===== src/rtl/switch_debouncer.sv =====
`default_nettype none
// ============================================================================
// Module      : switch_debouncer
// Description : Four-state debouncer for a mechanical switch. The level moves
//               only after the sample holds the new value for 2^N+1 edges;
//               db_tick pulses once per debounced rising transition.
//               Optional macro SWITCH_DEBOUNCER_SYNC_EN adds a two-flop
//               input synchronizer (2 cycles extra latency).
// Revision    : 1.0 - initial release
// ============================================================================
module switch_debouncer #(
    parameter int N = 20
) (
    input  logic clk,
    input  logic reset,
    input  logic sw,
    output logic db_level,
    output logic db_tick
);

    // Bit 1 of the encoding is the debounced level, so db_level is a single
    // flop output and cannot glitch.
    typedef enum logic [1:0] {
        ZERO  = 2'b00,
        WAIT1 = 2'b01,
        ONE   = 2'b11,
        WAIT0 = 2'b10
    } state_t;

    localparam logic [N-1:0] c_CNT_MAX  = {N{1'b1}};
    localparam logic [N-1:0] c_CNT_ZERO = '0;
    localparam logic [N-1:0] c_CNT_STEP = N'(1);

    state_t         r_state;
    logic [N-1:0]   r_cnt;
    logic           r_tick;
    logic           w_s;

`ifdef SWITCH_DEBOUNCER_SYNC_EN
    logic r_sync_meta;
    logic r_sync;

    always_ff @(posedge clk or posedge reset) begin
        if (reset) begin
            r_sync_meta <= 1'b0;
            r_sync      <= 1'b0;
        end else begin
            r_sync_meta <= sw;
            r_sync      <= r_sync_meta;
        end
    end

    assign w_s = r_sync;
`else
    assign w_s = sw;
`endif

    always_ff @(posedge clk or posedge reset) begin
        if (reset) begin
            r_state <= ZERO;
            r_cnt   <= c_CNT_ZERO;
            r_tick  <= 1'b0;
        end else begin
            r_tick <= 1'b0;
            case (r_state)
                ZERO: begin
                    if (w_s) begin
                        r_state <= WAIT1;
                        r_cnt   <= c_CNT_MAX;
                    end
                end
                WAIT1: begin
                    if (!w_s) begin
                        r_state <= ZERO;
                    end else if (r_cnt == c_CNT_ZERO) begin
                        r_state <= ONE;
                        r_tick  <= 1'b1;
                    end else begin
                        r_cnt <= r_cnt - c_CNT_STEP;
                    end
                end
                ONE: begin
                    if (!w_s) begin
                        r_state <= WAIT0;
                        r_cnt   <= c_CNT_MAX;
                    end
                end
                WAIT0: begin
                    // Returning to ONE here is a glitch, not a new rise: no tick.
                    if (w_s) begin
                        r_state <= ONE;
                    end else if (r_cnt == c_CNT_ZERO) begin
                        r_state <= ZERO;
                    end else begin
                        r_cnt <= r_cnt - c_CNT_STEP;
                    end
                end
                default: begin
                    r_state <= ZERO;
                end
            endcase
        end
    end

    assign db_level = r_state[1];
    assign db_tick  = r_tick;

endmodule
`default_nettype wire


===== config.mk =====
export PLATFORM = sky130hd
export DESIGN_NAME = switch_debouncer
export DESIGN_NICKNAME = d
export VERILOG_FILES = /design/src/rtl/switch_debouncer.sv
export SDC_FILE = /design/constraint.sdc
export NUM_CORES = 1
export LEC_CHECK = 0
export ABC_AREA = 1
export BUFFER_PORTS_ARGS = -buffer_cell sky130_fd_sc_hd__buf_2
export CAP_MARGIN = 20
export CORE_UTILIZATION = 40
export DETAILED_ROUTE_END_ITERATION = 10
export SLEW_MARGIN = 20
export SYNTH_ARGS = -nofsm -noshare
export SYNTH_HDL_FRONTEND = slang
export SYNTH_SLANG_ARGS = --single-unit
export TNS_END_PERCENT = 5

===== constraint.sdc =====
create_clock -name clk -period 1.99 [get_ports clk]
set_input_delay 0.199 -clock clk [delete_from_list [all_inputs] [get_ports clk]]
set_output_delay 0.199 -clock clk [all_outputs]
set_load 0.1 [all_outputs]

# == Word level (Yosys, flattened, before mapping) ==
# Index checks and enable logic that the tools add are counted.
# word_totals
in_bits,3
word_cells,33
register_bits,23
# op_classes
add_sub_neg,1
n_reduce_logical,4
n_mux,16
n_eq_ne,9
# op_table
op,count
2-to-1 mux 20 bit,5
one-hot mux 20 bit (4 select lines),1
zero test 20 bit,1
"subtractor 20 x 1 -> 20 bit, second input constant",1
2-to-1 mux 2 bit,6
"!= test 2 bit, second input constant",4
one-hot mux 2 bit (4 select lines),1
AND reduction 4 bit,2
"!= test 3 bit, second input constant",2
"== test 2 bit, second input constant",2
2-to-1 mux 1 bit,3
"== test 2 x 1 -> 1 bit, second input constant",1
zero test 2 bit,1

# == Depth between registers and ports, before layout ==
# Gate-level depths: netlist of the first run.
# depth
depth_word,4
mapped_depth,10
mapped_depth_nobuf,10

# == Worst setup path after synthesis of the first run ==
# Ideal clock, no wire load.
# synth_path
path_kind,flip-flop to flip-flop
startpoint,register r_state[1]
endpoint,register r_cnt[12]
required_ns,1.873
path_buffers,1
arrival_time_ns,2.202
setup_slack_ns,-0.328
path_stages_with_launch,9
setup_time_ns,0.117
path_cell_list,dfrtp_1 -> inv_1 -> ha_1 -> or2_1 -> a21oi_2 -> nand2_2 -> buf_2 -> nand3_1 -> nand2_1
# synth_between
elab_chain_len,3
elab_cells_between_ends,10
classes_between,eq/ne: 7; mux: 1; reduce/logical: 2
# synth_rtl
item,line_no,source
from (decl),34,state_t r_state;
from (signal assigned),60,r_state <= ZERO;
from (signal assigned),68,r_state <= WAIT1;
from (signal assigned),74,r_state <= ZERO;
"== test 2 bit, or another cell as far along",65,case (r_state)
!= test 2 bit (no line),--,
AND reduction 4 bit (no line),--,
to (signal assigned),61,r_cnt <= c_CNT_ZERO;
to (signal assigned),69,r_cnt <= c_CNT_MAX;
to (signal assigned),79,r_cnt <= r_cnt - c_CNT_STEP;
to (decl),35,logic [N-1:0] r_cnt;
# Several ways; a longest one is shown, not always the timed one.
# A chain may end at the register's enable or synchronous reset.

# == Worst setup path after layout of the first run ==
# layout_path
startpoint,register r_state[1]
endpoint,register r_cnt[10]
# Same word-level chain as after synthesis.

==> results of run 1 <==
-- metrics by stage --
step           std cells  setup slack, ns
6_report             314            0.180
5_1_grt              314           0.0306
4_1_cts              314            0.130
3_3_place_gp         309            0.212
2_1_floorplan        258            0.116
3_5_place_dp         309            0.144
-- state kept, by name, indices dropped and copies added (netlist names) --
name,flops
db_tick,1
r_cnt,20
r_state,2
-- final cells by class --
type | instances | area [µm²]
clock buffers | 3 | 41.3
clock inverters | 1 | 5.00
fillers | 434 | 2200
inverters | 21 | 78.8
multi-input cells | 207 | 1000
flip-flops and latches | 23 | 579
well taps | 50 | 62.6
repair buffers | 9 | 60.1
-- synth_stat cells, drive strengths merged --
master	count	share of area
dfrtp	23	0.34
buf	5	0.022
or2	4	0.015
nor3	1	0.0060
a21oi	3	0.011
ha	7	0.052
inv	21	0.047
nand3b	9	0.040
clkbuf	2	0.0045
nand3	46	0.14
nand2	95	0.22
nor2	35	0.078
o21ai	4	0.012
nand4	3	0.011
-- per-layer routing --
metal  global-route usage  vias to the layer above  share of wire
met4               0.0771                        0          0.018
met3               0.0291                        7          0.027
met2                0.331                       26           0.46
met1                0.254                      727           0.49
li1                     -                      835              -
met5                    0                        -              0
-- worst min-delay path: stages --
cell and delay (ns):
buf_2 0.14, nand2_1 0.07, nor2_1 0.05
-- report_power, final --
part,total [mW],switching (mW),internal (mW)
clock,0.302,0.162,0.140
sequential,1.00,0.291,0.711
combinational,1.60,1.03,0.570
-- repair_timing --
item,in CTS,in global routing
endpoints found under the setup margin,0,7
gates resized for setup,0,3
hold buffers,1,0
endpoints found under the hold margin,12,0
-- worst max path at each step --
stage,startpoint,cells past startpoint,to,slack [ns]
after floorplan,r_state[1]$_DFFE_PP0P_,8,r_cnt[12]$_DFFE_PP0P_,0.12
after global placement,r_state[1]$_DFFE_PP0P_,8,r_cnt[17]$_DFFE_PP0P_,0.21
after detailed placement,r_state[1]$_DFFE_PP0P_,8,r_cnt[16]$_DFFE_PP0P_,0.14
after CTS,r_state[1]$_DFFE_PP0P_,8,r_cnt[16]$_DFFE_PP0P_,0.13
after global routing,r_state[1]$_DFFE_PP0P_,8,r_cnt[15]$_DFFE_PP0P_,0.03
final,r_state[1]$_DFFE_PP0P_,8,r_cnt[10]$_DFFE_PP0P_,0.18
-- logic make-up after synthesis --
kind of cell / Yosys count / share of synthesized area
buffers and inverters: 28 / 0.0729
AND/OR/NAND/NOR: 193 / 0.510
adder cells (fa/ha/maj): 7 / 0.0521
flip-flops: 23 / 0.342
AO/OA/AOI/OAI: 7 / 0.0231
==> summary.txt, run 1 <==
Status
  • Outcome: completed

Cells and area
  • Final core utilization: 0.454
  • N_diodes: 0
  • Commonest non-fill, non-tap cell in the layout: nand2_1
  • Fraction of layout cells with a size suffix above 1: 0.0833
  • P&R area growth vs syn: 8.71%
  • Most frequent cells in the layout: nand2_1, nand3_1, nor2_1, dfrtp_1, inv_1
  • Layout Nets: roughly 280
  • Final Cell Area: roughly 1800 µm²

Timing
  • Slew HR: 0.650
  • Final Skew: 0.00260 ns
  • Fin crit share: 0.910
  • WHS: 0.216 ns
  • Max Clk Rate: roughly 0.55 GHz
  • Tightest Pin Transition: between 0.5 and 0.6 ns
  • Final Max Tran Viols: 0
  • Final hold violation count: 0
  • RSZ-0062 raised after global routing: false
  • Tmin final: approximately 1.8 ns
  • TNS Setup: 0 ns
  • Final Setup Violations: 0

Logic synthesis
  • Syn_nets: 268
  • Post-Syn Instances: 258
  • Flops & latches, synth: 23
  • Syn Area/Cell: about 6.5 µm²
  • Post-synthesis cell type count: 21
  • Post-Syn Area: approximately 1700 µm²
  • Ys Warns: 0
  • Sequential-to-total area share from yosys stat: 0.342

Worst setup path
  • Type of the worst setup path: flip-flop to flip-flop
  • Crit path max-delay cell type: dfrtp_4
  • Flop2flop setup slack: ~0.18 ns
  • FF-to-FF Start: r_state[1]$_DFFE_PP0P_
  • CP arrival: about 2.0 ns
  • Worst path top cell family by delay: simple AND/OR/NAND/NOR gates
  • RR Endpoint: r_cnt[10]$_DFFE_PP0P_
  • Critical Path RT: 2.16 ns
  • Crit Path Max Fanout: 12
  • Startpoint types: flip-flop
  • CP Buf/Inv Count: 2
  • Worst stage delay on the critical path: around 0.44 ns
  • Crit path cell chain: inv_1, ha_1, or2_1, a21oi_4, nand2_4, buf_4, nand3_1, nand2_1
  • FF-to-FF path depth: 8
  • Element type at the critical path end: flip-flop

Placed design
  • Placed cell area: about 1800 µm²
  • Final Wtd Congestion: between 0.8 and 0.9
  • Port Buffer Count: 4
  • Final HPWL DP: ~2800 µm

GRT
  • First-pass GRT wire length: 6740 µm
  • Overall Global Routing Usage: 0.198
  • Initial antenna violation count: 0
  • GRT overflow: 0
  • Vias in the first global route: 1500
  • Largest net degree at the start of global routing: 21

Detailed routing
  • Routed Antenna Nets: 0
  • Drt first pass iters: 4
  • Initial DRC Count: 88
  • Vias/cell: ~5
  • DRC: 0
  • Routed WL: between 3000 and 4000 µm
  • Avg WL per Cell: around 12 µm
  • Via Count: between 1500 and 2000

Hold path
  • Hold EP: db_tick$_DFF_PP0_
  • Hold path start: sw
  • HP Class: input port to flip-flop
  • Min-Delay Path Depth: 3

Clock tree
  • TritonCTS clock tree: yes
  • Root buffer cell: clkbuf_8
  • Clk slew on worst S/H paths: around 0.080 ns
  • Clock Sinks: 23
  • H-tree levels: 1
  • Worst-skew pair later-pin latency: roughly 0.27 ns
  • Post-CTS setup buffers: 0
  • Max clock buf depth: 2
  • CTS buffer count: 3

Floorplanning
  • Starting Density: 0.417
  • Die width: about 67 µm
  • Die footprint: 4470 µm²
  • DIE HEIGHT: approximately 67 µm
  • Top Ports: 5
  • Core ar.: between 4000 and 5000 µm²
  • Row count: 23

Pwr
  • Pleak: roughly 0.90 nW
  • Power, Total: slightly below 3 mW
  • Worst VDD drop: between 800 and 900 µV
  • PwrDens: around 1600 nW/µm²

Flow run
  • Max-cap violations: 0
Power figures use the tool's default switching activity.
==> run 2, diff against run 1 <==
--- a/config.mk
+++ b/config.mk
@@ -5,7 +5,6 @@
 export SDC_FILE = /design/constraint.sdc
 export NUM_CORES = 1
 export LEC_CHECK = 0
-export ABC_AREA = 1
 export BUFFER_PORTS_ARGS = -buffer_cell sky130_fd_sc_hd__buf_2
 export CAP_MARGIN = 20
 export CORE_UTILIZATION = 40
==> summary.txt, run 2 <==
GRT
  • Met2 Use GR: 0.289 (-0.0414)
  • Overall Global Routing Usage: 0.182 (-0.0163)
  • Met3 Use GR: 0.0219 (-0.00721)
  • Vias in the first global route: 1201 (-20%)
  • First-pass GRT wire length: 5690 µm (-16%)
  • GRT overflow: 0 (unchanged)
  • Initial antenna violation count: 0 (unchanged)
  • Largest net degree at the start of global routing: 17 (-19%)
  • Grt peak-use layer: met2
  • Met1 Resource Use GR: 0.253 (-0.00108)

Logic synthesis
  • Syn Area/Cell: 9.48 µm² (+45%)
  • Synth area leaders: dfrtp_1, ha_1, xnor2_1
  • Most used DFF post-synth: dfrtp_1
  • Syn_nets: 166 (-38%)
  • Post-Synth Adder-Cell Area: 0.0592 (+0.00714)
  • Flops & latches, synth: 23 (unchanged)
  • Synth Area in Simple Gates: 0.256 (-0.253)
  • Largest area contributor in the netlist: dfrtp_1
  • Largest family of logic cells by synthesized area: simple AND/OR/NAND/NOR gates
  • Sequential-to-total area share from yosys stat: 0.389 (+0.0469)
  • Asr flop ratio synth: 1.00 (unchanged)
  • Multiplexer share of the synthesized area: 0.0355 (+0.0355)
  • Post-synth top cells: dfrtp_1, nand2_1, a21oi_1, nor2_1, xnor2_1
  • EDFF count, synth: 0 (unchanged)
  • Compound-cell area share of the yosys netlist: 0.151 (+0.128)
  • Post-Syn Instances: 156 (-40%)
  • Count leader, synth: dfrtp_1
  • Synth top area share: 0.389 (+0.0469)
  • Ys Warns: 0 (unchanged)
  • Post-synthesis cell type count: 47 (+120%)
  • Post-synthesis xor/xnor area fraction: 0.0592 (+0.0592)
  • Post-Syn Area: 1480 µm² (-12%)

Cells and area
  • Area of the multi-input gates: 891 µm² (-11%)
  • Layout Nets: 191 (-31%)
  • Final Cell Area: 1800 µm² (-1.6%)
  • Final cell count without fillers: 226 (-28%)
  • Most flops, register: r_cnt
  • Most frequent cells in the layout: dfrtp_1, buf_4, nand2_1, a21oi_1, nor2_1
  • Final core utilization: 0.522 (+0.0686)
  • Filler Cell Count: 332 (-24%)
  • P&R area growth vs syn: 21.6%
  • Largest register FFs: 20 (unchanged)
  • FF/Latch Area: 579 µm² (unchanged)
  • Fraction of layout cells with a size suffix above 1: 0.300 (+0.217)
  • N_diodes: 0 (unchanged)

Pwr
  • Pleak: 0.696 nW (-23%)
  • PwrDens: 1010 nW/µm² (-36%)
  • Worst VDD drop: 417 µV (-52%)

Worst setup path
  • FF-to-FF Start: r_cnt[11]$_DFFE_PP0P_
  • CP Buf/Inv Count: 1 (-1)
  • Worst stage delay on the critical path: 0.42 ns (-0.02 ns)
  • Flop2flop setup slack: 0.05 ns (-0.13 ns)
  • Most frequent CP cell: nand4_1
  • Startpoint types: flip-flop
  • Element type at the critical path end: flip-flop
  • Crit Path Max Fanout: 5 (-7)
  • Crit path cell chain: nor4_2, nand4_1, nor4b_1, buf_4, nand4_1, o221a_2
  • Worst path top cell family by delay: simple AND/OR/NAND/NOR gates
  • Critical Path RT: 2.15 ns (about the same)
  • CP arrival: 2.10 ns (+0.12 ns)
  • CP startpoint: r_cnt[11]$_DFFE_PP0P_
  • Crit path max-delay cell type: dfrtp_1
  • Type of the worst setup path: flip-flop to flip-flop

Floorplanning
  • Starting Density: 0.430 (+0.0123)
  • Row count: 21 (-8.7%)
  • Core ar.: 3440 µm² (-15%)
  • DIE HEIGHT: 62.8 µm (-6.0%)
  • Die width: 62.8 µm (-6.0%)
  • Die footprint: 3940 µm² (-12%)
  • Top Ports: 5 (unchanged)

Clock tree
  • Clock Sinks: 23 (unchanged)
  • Worst-skew pair later-pin latency: 0.26 ns (about the same)
  • CTS buffer count: 3 (unchanged)
  • H-tree levels: 1 (unchanged)
  • Max clock buf depth: 2 (unchanged)
  • TritonCTS clock tree: yes
  • Clk slew on worst S/H paths: 0.08 ns (about the same)
  • Root buffer cell: clkbuf_8

Timing
  • WHS: 0.221 ns (+0.00511 ns)
  • Tightest Pin Transition: 0.507 ns (-0.0174 ns)
  • Fin crit share: 0.975 (+0.0649)
  • RSZ-0062 raised after global routing: true
  • Final Max Tran Viols: 0 (unchanged)
  • Tmin final: 1.94 ns (+0.129 ns)
  • Slew HR: 0.661 (+0.0116)
  • Final Setup Violations: 0 (unchanged)
  • TNS Setup: 0 ns (unchanged)
  • Max Clk Rate: 0.516 GHz (-6.7%)
  • Final Skew: 0.00214 ns (-0.000459 ns)
  • Final hold violation count: 0 (unchanged)

Detailed routing
  • Vias/cell: 5.40 (+6.4%)
  • Initial DRC Count: 75 (-15%)
  • Via Count: 1221 (-23%)
  • Avg WL per Cell: 14.3 µm (+18%)
  • Routed Antenna Nets: 0 (unchanged)
  • DRC: 0 (unchanged)
  • Drt first pass iters: 4 (unchanged)
  • Routed WL: 3220 µm (-15%)

Placed design
  • Port Buffer Count: 4 (unchanged)
  • Final HPWL DP: 2440 µm (-13%)
  • Placed cell area: 1680 µm² (-4.1%)
  • Dpl cells: 217 (-30%)
  • Final Wtd Congestion: 0.836 (-0.26%)

Hold path
  • Hold path start: sw
  • HP Class: input port to flip-flop

Flow run
  • Max-cap violations: 0 (unchanged)

Status
  • Outcome: completed
run 2: changes by cell type after synthesis, sizes merged, moves of 3 or more:
cell / before / now
a211oi: 0 / 4
a21oi: 3 / 12
inv: 21 / 8
mux2i: 0 / 3
nand2: 95 / 16
nand3: 46 / 6
nand3b: 9 / 1
nor2: 35 / 12
nor3: 1 / 7
or2: 4 / 1
xnor2: 0 / 10
run 2: where the power goes:
part / total, mW / switching, mW / internal (mW)
registers: 0.594 / 0.0636 / 0.531
clock network: 0.291 / 0.148 / 0.143
logic: 0.928 / 0.521 / 0.407
total: 1.81 / 0.733 / 1.08
run 2: worst reg2reg max path, cell delays in order (launching register included):
cell and delay [ns]:
dfrtp_1 0.42, nor4_2 0.39, nand4_1 0.18, nor4b_1 0.42
buf_4 0.19, nand4_1 0.10, o221a_2 0.13
run 2: logic make-up (layout without fill, tap and decap cells):
group	Yosys count	after routing
XOR/XNOR	10	10
adder cells (fa/ha/maj)	7	7
multiplexers	5	5
flip-flops	23	23
AND/OR/NAND/NOR	62	62
buffers and inverters	15	39
AO/OA/AOI/OAI	34	34
run 2: area by class of cell:
cell class | count | area share
well taps | 46 | 0.0320
inverters | 8 | 0.0167
flip-flops and latches | 23 | 0.322
clock buffers | 4 | 0.0251
multi-input cells | 118 | 0.495
repair buffers | 27 | 0.109
run 2: final timing paths:
| check | endpoint | cells after the start |
|---|---|---|
| setup / recovery | r_cnt[15]$_DFFE_PP0P_ | 6 |
| hold / removal | db_tick$_DFF_PP0_ | 3 |
| setup reg to reg | r_cnt[15]$_DFFE_PP0P_ | 6 |
| hold reg to reg | r_cnt[7]$_DFFE_PP0P_ | 2 |
| max in group asynchronous | r_cnt[18]$_DFFE_PP0P_ | 4 |
| min in group asynchronous | r_cnt[7]$_DFFE_PP0P_ | 3 |
run 2: layer usage:
metal	part of all wire	up-vias
li1	-	611
met5	0	-
met1	0.49	586
met4	0.0068	0
met3	0.029	2
met2	0.47	22
run 2: through the flow:
stage | power (mW) | worst slack [ns]
after floorplan | 1.22 | -0.0304
after global placement | 1.46 | -0.0236
after detailed placement | 1.48 | -0.0843
after CTS | 1.78 | 0.0164
after global routing | 1.94 | -0.0457
final | 1.81 | 0.0504
run 2: timing repair:
action                                  in CTS  in global routing
gates cloned                                 0                  0
hold endpoints to repair                    12                  0
endpoints found under the setup margin       6                 13
pin swaps                                    0                  4
resized for setup                            3                  7
setup buffers                                0                  4
hold buffers                                 1                  0
==> run 3, diff against run 2 <==
--- a/config.mk
+++ b/config.mk
@@ -7,7 +7,7 @@
 export LEC_CHECK = 0
 export BUFFER_PORTS_ARGS = -buffer_cell sky130_fd_sc_hd__buf_2
 export CAP_MARGIN = 20
-export CORE_UTILIZATION = 40
+export CORE_UTILIZATION = 34
 export DETAILED_ROUTE_END_ITERATION = 10
 export SLEW_MARGIN = 20
 export SYNTH_ARGS = -nofsm -noshare
==> summary.txt, run 3 (synthesis results as in run 2) <==
Status
  • Outcome: finished with violations
  • Failing checks: hold timing

Pwr
  • Power, Total: 1.87 mW (+3.1%)
  • Pleak: 0.695 nW (-0.20%)
  • Worst VDD drop: 495 µV (+18%)
  • PwrDens: 1030 nW/µm² (+2.2%)

Cells and area
  • Commonest non-fill, non-tap cell in the layout: dfrtp_1
  • P&R area growth vs syn: 22.8%
  • Fraction of layout cells with a size suffix above 1: 0.315 (+0.0146)
  • Final Cell Area: 1820 µm² (+0.97%)
  • N_diodes: 0 (unchanged)
  • Largest register FFs: 20 (unchanged)
  • Most flops, register: r_cnt
  • Layout Nets: 189 (-1.0%)
  • Most frequent cells in the layout: dfrtp_1, buf_4, nand2_1, nor2_1, a21oi_1

Timing
  • Fin crit share: 0.968 (-0.00714)
  • Final Skew: 0.00776 ns (+0.00562 ns)
  • Max Clk Rate: 0.519 GHz (+0.74%)
  • Final worst slack: 0.0647 ns (+0.0142 ns)
  • Tightest Pin Transition: 0.620 ns (+0.112 ns)
  • WHS: -0.0131 ns (-0.234 ns)
  • RSZ-0062 raised after global routing: true
  • Final Max Tran Viols: 0 (unchanged)
  • Tmin final: 1.93 ns (-0.0142 ns)
  • Slew HR: 0.586 (-0.0750)
  • Final hold violation count: 14 (+14)
  • Final Setup Violations: 0 (unchanged)

Placed design
  • Port Buffer Count: 4 (unchanged)
  • DP Worst Slack: -0.0638 ns (+0.0205 ns)
  • Placed cell area: 1680 µm² (-0.15%)
  • Final Wtd Congestion: 0.829 (-0.83%)
  • Final HPWL DP: 2490 µm (+1.7%)

Detailed routing
  • Avg WL per Cell: 15.0 µm (+5.4%)
  • Routed Antenna Nets: 0 (unchanged)
  • Vias/cell: 5.39 (-0.23%)
  • DRC: 0 (unchanged)
  • Drt first pass iters: 4 (unchanged)
  • Initial DRC Count: 31 (-59%)
  • Routed WL: 3420 µm (+6.3%)
  • Via Count: 1229 (+0.66%)

Clock tree
  • Clock Sinks: 23 (unchanged)
  • Worst-skew pair later-pin latency: 0.27 ns (about the same)
  • Clk slew on worst S/H paths: 0.09 ns (about the same)
  • CTS buffer count: 3 (unchanged)
  • Root buffer cell: clkbuf_8
  • TritonCTS clock tree: yes
  • Max clock buf depth: 2 (unchanged)
  • H-tree levels: 1 (unchanged)

Worst setup path
  • Worst stage delay on the critical path: 0.52 ns (+0.10 ns)
  • FF-to-FF path depth: 6 (unchanged)
  • Type of the worst setup path: flip-flop to flip-flop
  • FF-to-FF Start: r_state[1]$_DFFE_PP0P_
  • Crit Path Max Fanout: 7 (+2)
  • RR Endpoint: r_cnt[11]$_DFFE_PP0P_
  • Worst setup path endpoint: r_cnt[11]$_DFFE_PP0P_
  • Startpoint types: flip-flop
  • Critical Path RT: 2.20 ns (+0.05 ns)
  • Element type at the critical path end: flip-flop
  • Crit path cell chain: ha_2, nor3b_4, nor2_4, a211o_1, or3_1, nand3_1
  • Worst path top cell family by delay: simple AND/OR/NAND/NOR gates
  • CP startpoint: r_state[1]$_DFFE_PP0P_
  • WP depth: 6 (unchanged)
  • CP arrival: 2.14 ns (+0.04 ns)
  • Flop2flop setup slack: 0.06 ns (about the same)
  • CP Buf/Inv Count: 0 (-1)
  • Crit path max-delay cell type: dfrtp_4

Flow run
  • Max-cap violations: 0 (unchanged)

GRT
  • Largest net degree at the start of global routing: 16 (-1)
  • Vias in the first global route: 1283 (+6.8%)
  • GRT overflow: 0 (unchanged)
  • Initial antenna violation count: 0 (unchanged)
  • Overall Global Routing Usage: 0.173 (-0.00840)
  • First-pass GRT wire length: 5980 µm (+5.2%)

Floorplanning
  • Row count: 23 (+9.5%)
  • Die width: 68.0 µm (+8.2%)
  • Top Ports: 5 (unchanged)
  • Die footprint: 4620 µm² (+17%)
  • Starting Density: 0.362 (-0.0678)
  • Core ar.: 4090 µm² (+19%)
  • DIE HEIGHT: 68.0 µm (+8.2%)

Hold path
  • HP Class: input port to asynchronous set/reset pin
[run 3: cell count changes in the layout (fill, tap and decap cells not counted), sizes merged]
cell | previous run | this run
clkinv | 0 | 1
clkbuf | 4 | 3
buf | 26 | 25
dlygate4sd3 | 1 | 0
[run 3: how the worst min path moves through the flow]
stage	slack, ns	cells after the start	endpoint
2_1_floorplan	0.20	1	db_tick$_DFF_PP0_
3_3_place_gp	0.28	2	r_cnt[5]$_DFFE_PP0P_
3_5_place_dp	0.30	2	r_cnt[6]$_DFFE_PP0P_
4_1_cts	0.005	2	r_cnt[7]$_DFFE_PP0P_
5_1_grt	0.03	2	r_cnt[7]$_DFFE_PP0P_
6_report	-0.01	2	r_cnt[7]$_DFFE_PP0P_
[run 3: power by group]
part | switching, mW | total, mW | internal [mW]
combinational | 0.534 | 0.961 | 0.427
clock | 0.165 | 0.305 | 0.140
sequential | 0.0734 | 0.604 | 0.531
total | 0.773 | 1.87 | 1.10
[run 3: metrics by stage]
step / instances / setup TNS (ns) / hold WS [ns] / utilization
2_1_floorplan: 156 / -0.0730 / 0.201 / -
3_3_place_gp: 220 / 0 / 0.282 / 0.411
3_5_place_dp: 220 / -0.179 / 0.302 / 0.411
4_1_cts: 224 / -0.0228 / 0.00545 / 0.426
5_1_grt: 228 / -0.142 / 0.0328 / 0.444
6_report: 228 / 0 / -0.0131 / 0.444
[run 3: layer usage]
| layer | track usage | wire [µm] |
|---|---|---|
| met1 | 0.226 | 1550 |
| met2 | 0.282 | 1710 |
| met3 | 0.0233 | 102 |
| met4 | 0.0807 | 57 |
| met5 | 0 | 0 |
[run 3: final cells by class]
type | count | area [µm²]
Clock buffer | 3 | 41.3
Clock inverter | 1 | 5.00
Fill cell | 400 | 2270
Inverter | 8 | 30.0
Multi-Input combinational cell | 118 | 920
Sequential cell | 23 | 579
Tap cell | 50 | 62.6
Timing Repair Buffer | 25 | 178
[run 3: timing repair]
item	CTS	global route
setup endpoints to repair	7	19
resized for setup	3	11
pin swaps	0	7
hold buffers	0	0
buffers inserted	0	4
